===== src/rtl/icache_req_arbiter.sv =====
// Request arbiter in front of the icache lookup pipeline: merges upstream reads and
// downstream snoops into one registered request, snoops first, with upstream anti-starvation.
module icache_req_arbiter #(
    parameter int ADDR_WIDTH   = 32,
    parameter int OPCODE_WIDTH = 4,
    parameter int TXNID_WIDTH  = 5,
    parameter int STARVE_LIMIT = 4
) (
    input  logic                                clk,
    input  logic                                rst_n,

    input  logic                                up_vld,
    output logic                                up_rdy,
    input  logic [ADDR_WIDTH-1:0]               up_addr,
    input  logic [OPCODE_WIDTH-1:0]             up_opcode,
    input  logic [TXNID_WIDTH-1:0]              up_txnid,

    input  logic                                snp_vld,
    output logic                                snp_rdy,
    input  logic [ADDR_WIDTH-1:0]               snp_addr,
    input  logic [OPCODE_WIDTH-1:0]             snp_opcode,
    input  logic [TXNID_WIDTH-1:0]              snp_txnid,

    input  logic                                up_block,

    output logic                                pipe_vld,
    input  logic                                pipe_rdy,
    output logic [ADDR_WIDTH-1:0]               pipe_addr,
    output logic [OPCODE_WIDTH-1:0]             pipe_opcode,
    output logic [TXNID_WIDTH-1:0]              pipe_txnid,
    output logic                                pipe_src,

    output logic [$clog2(STARVE_LIMIT+1)-1:0]   starve_cnt
);

    localparam int                   CNT_WIDTH = $clog2(STARVE_LIMIT + 1);
    localparam logic [CNT_WIDTH-1:0] CNT_MAX   = CNT_WIDTH'(STARVE_LIMIT);
    localparam logic [CNT_WIDTH-1:0] CNT_ONE   = CNT_WIDTH'(1);

    logic load_en;
    logic up_elig;
    logic starve_hit;
    logic grant_snp;
    logic grant_up;

    // NOTE: every signal assigned in always_comb gets a value on every path, so no latch is inferred.
    always_comb begin
        load_en    = !pipe_vld || pipe_rdy;
        up_elig    = up_vld && !up_block;
        starve_hit = up_elig && (starve_cnt == CNT_MAX);
        grant_snp  = 1'b0;
        grant_up   = 1'b0;
        if (rst_n && load_en) begin
            if (snp_vld && !starve_hit) begin
                grant_snp = 1'b1;
            end else if (up_elig) begin
                grant_up = 1'b1;
            end
        end
    end

    assign snp_rdy = grant_snp;
    assign up_rdy  = grant_up;

    // NOTE: sequential state uses non-blocking assignments so every register sees pre-edge values.
    always_ff @(posedge clk or negedge rst_n) begin
        if (!rst_n) begin
            starve_cnt <= '0;
        end else if (grant_up || !up_elig) begin
            starve_cnt <= '0;
        end else if (grant_snp && (starve_cnt != CNT_MAX)) begin
            starve_cnt <= starve_cnt + CNT_ONE;
        end
    end

    // Payload is only rewritten on a grant; an idle load just drops the valid.
    always_ff @(posedge clk or negedge rst_n) begin
        if (!rst_n) begin
            pipe_vld    <= 1'b0;
            pipe_src    <= 1'b0;
            pipe_addr   <= '0;
            pipe_opcode <= '0;
            pipe_txnid  <= '0;
        end else if (load_en) begin
            pipe_vld <= grant_snp || grant_up;
            if (grant_snp) begin
                pipe_src    <= 1'b1;
                pipe_addr   <= snp_addr;
                pipe_opcode <= snp_opcode;
                pipe_txnid  <= snp_txnid;
            end else if (grant_up) begin
                pipe_src    <= 1'b0;
                pipe_addr   <= up_addr;
                pipe_opcode <= up_opcode;
                pipe_txnid  <= up_txnid;
            end
        end
    end

    a_one_grant : assert property (@(posedge clk) disable iff (!rst_n)
        !(up_rdy && snp_rdy));

    a_hold_payload : assert property (@(posedge clk) disable iff (!rst_n)
        (pipe_vld && !pipe_rdy) |=> ($stable(pipe_addr) && $stable(pipe_opcode)
                                     && $stable(pipe_txnid) && $stable(pipe_src) && pipe_vld));

    a_block_masks_up : assert property (@(posedge clk) disable iff (!rst_n)
        up_block |-> !up_rdy);

endmodule


===== config.mk =====
export PLATFORM = sky130hd
export DESIGN_NAME = icache_req_arbiter
export DESIGN_NICKNAME = d
export VERILOG_FILES = /design/src/rtl/icache_req_arbiter.sv
export SDC_FILE = /design/constraint.sdc
export NUM_CORES = 1
export LEC_CHECK = 0
export CAP_MARGIN = 20
export CORE_MARGIN = 2
export CORE_UTILIZATION = 35
export CTS_CLUSTER_SIZE = 14
export DETAILED_ROUTE_END_ITERATION = 10
export GPL_ROUTABILITY_DRIVEN = 0
export PLACE_DENSITY = 0.81
export REMOVE_ABC_BUFFERS = 1
export SYNTH_ARGS = -nofsm -noshare
export SYNTH_HDL_FRONTEND = slang
export SYNTH_SLANG_ARGS = --single-unit

===== constraint.sdc =====
create_clock -name clk -period 2.1 [get_ports clk]
set_input_delay 0.525 -clock clk [delete_from_list [all_inputs] [get_ports clk]]
set_output_delay 0.525 -clock clk [all_outputs]
set_load 0.05 [all_outputs]

==> impl_metrics.ini <==
[worst_setup_path]
worst_setup_path_start_kind = flip-flop
r2r_slack_ns = 0.34
crit_buf_inv = 1
critPathRequiredTime_ns = 1.57
cp_max_fo = 2
slowest_delay_ns = 0.82
r2r-start = starve_cnt[1]
r2r_end = pipe_txnid[4]
cp-end-kind = primary output
path_class = reg2out
crit_arrival_ns = 1.51
reg2reg_depth = 8
crit_family = buffers and inverters
crit_path_top_delay_cell = clkdlybuf4s50_1
critical_path.cell_chain = clkdlybuf4s50_1

[power_and_ir_drop]
p_per_area_nw_per_um2 = 810
total_power_mw = 3.14
peakVddDrop_mv = 0.523
p_leak_nw = 1.67

[status]
status = completed

[logic_synthesis]
synth_compound_area_share_pct = 11.5
netlist.area_leader.share_pct = 51.6
syn_avg_cell_area_sq_um = 10.7
post_synth_instance_area_sq_um = 2230
synth_cells = 209
synth_top_family_by_area = multiplexers
synth_adder_area_share_pct = 1.12
yosys-top-cells-area = dfrtp_1 52%, mux2i_1 18%, o21ai_1 8.7%
ys_types = 24
yosysTopAreaCell = dfrtp_1
synthXorXnorAreaFrac_pct = 0
synth.area.mux_share_pct = 18.4
ys_ff_latch = 46
synth-simple-area-share_pct = 11.0
yosys_warnings = 0
synth-seq-area-share_pct = 51.6

[sta]
period_share_pct = 97.0
fin_skew_ns = 0.00759
rsz0062_at_grt = no
setup_tns_ns = 0
maxSlewHeadroom_pct = 65.1
holdWs_ns = 0.250
setup_viol = 0
period_minus_slack_ns = 2.04
finalHoldViolations = 0
max_freq_mhz = 491
maxSlewViolCount = 0
worst_pin_slew_ns = 0.522

[routing]
vias = 2045
antenna_left = 0
dr.pass1.iters = 4
drt_iter0_drc = 28
drt-total-wl_mm = 5.96
wl_per_cell_um = 13.8
drc = 0
vias_per_cell = 4.73

[floorplan]
dieArea_sq_um = 7030
initial_core_util_pct = 35.8
die_h_um = 83.9
rows = 29
die_w_um = 83.9
coreArea_sq_um = 6240
io_pins = 136

[clocking]
path_clk_slew_ns = 0.09
cts_num_sinks = 46
cts_max_path_buffers = 2
cts_root_buffer = clkbuf_8
clk_latency_ns = 0.29
numCtsBuffers = 5
htree_levels = 2
cts_tree = done

[final_layout]
nFillCells = 537
final_nets = 444
insertedDiodeCount = 0
final_common_cell = clkdlybuf4s50_1
area_growth_pct = 73.5
final_cell_count_no_fill = 432
multiInputGateArea_sq_um = 982
drive_gt1_share_pct = 11.5
design_area_sq_um = 3870
final_cell_mix = 124 x clkdlybuf4s50_1, 46 x dfrtp_1, 45 x nand2_1, 41 x mux2i_1, 39 x o21ai_1
regArea_sq_um = 1150

[global_routing]
grt_overflow = 0
track_usage_pct = 17.8
antenna_found_initial = 0
grt_pass1_vias = 2169
grt_pass1_wl_mm = 10.1
grt_max_degree = 46

[job]
drv_cap = 0

[placement]
dpl.cell_count = 419
placed_area_sq_um = 3690
dpl.hpwl_mm = 4.62
port_buffers = 135

[hold_path]
hp-class = in2async
-- per-layer routing --
| metal | routed length, um | global-route usage [%] | up-vias |
|---|---|---|---|
| met1 | 2390 | 20.5 | 942 |
| met3 | 415 | 4.75 | 6 |
| met5 | 0 | 0 | - |
| li1 | - | - | 1009 |
| met2 | 3100 | 32.4 | 88 |
| met4 | 57 | 4.84 | 0 |
-- worst max-delay path by stage --
stage                   from            end  slack [ns]  cells after the start
6_report            pipe_vld       pipe_vld        0.06                      1
5_1_grt        starve_cnt[0]         up_rdy       0.004                      7
4_1_cts        starve_cnt[1]         up_rdy       -0.04                      7
3_5_place_dp        up_block  pipe_addr[22]       -0.09                      6
3_3_place_gp        pipe_rdy         up_rdy       -0.10                      6
2_1_floorplan  starve_cnt[0]   pipe_addr[2]       -1.34                      6
-- synth_stat cells (all sizes together) --
master and number:
a21o 1, a21oi 3, and2 1, and2b 1, buf 12, clkbuf 2
dfrtp 46, ha 2, inv 2, mux2i 41, nand2 47, nand2b 2
nand4 2, nor3 1, nor3b 1, o2111a 1, o211ai 1, o21ai 42
or3 1
-- through the flow --
| step | util (%) | worst slack [ns] |
|---|---|---|
| detailed placement | 59.2 | -0.0863 |
| global placement | 59.2 | -0.101 |
| global route | 62.1 | 0.00421 |
| floorplan | - | -1.34 |
| finish | 62.1 | 0.0637 |
| CTS | 61.6 | -0.0351 |
-- kinds of logic (layout without fill, tap and decap cells) --
| logic type | Yosys count | in the layout |
|---|---|---|
| and+or+nand+nor | 56 | 56 |
| AOI/OAI and AO/OA | 48 | 48 |
| DFF | 46 | 46 |
| muxes | 41 | 41 |
| buffers and inverters | 16 | 162 |
| adders and majority gates | 2 | 2 |
-- power by group --
part           total [mW]  switching (mW)  internal, mW
Sequential           1.12          0.0841          1.04
Combinational        1.38           0.840         0.540
Clock               0.635           0.285         0.350
-- layout make-up --
type | count | area share (%)
clock buffer | 5 | 1.78
clock inverter | 3 | 1.03
inverter | 2 | 0.194
multi-input combinational | 147 | 25.4
sequential | 46 | 29.7
tap | 77 | 2.49
timing repair buffer | 152 | 39.4
-- flip-flops by register name, summed over array words and instances, names as in the netlist --
| signal | count |
|---|---|
| pipe_addr | 32 |
| pipe_txnid | 5 |
| pipe_opcode | 4 |
| starve_cnt | 3 |
| pipe_src | 1 |
| pipe_vld | 1 |
-- repair_timing --
action | 4_1_cts | 5_1_grt
setup buffers | 5 | 0
gates resized for setup | 10 | 7
pin swaps | 4 | 2
hold buffers | 0 | 0
endpoints found under the setup margin | 2 | 3
No activity file was read; power rests on OpenSTA's default activity.
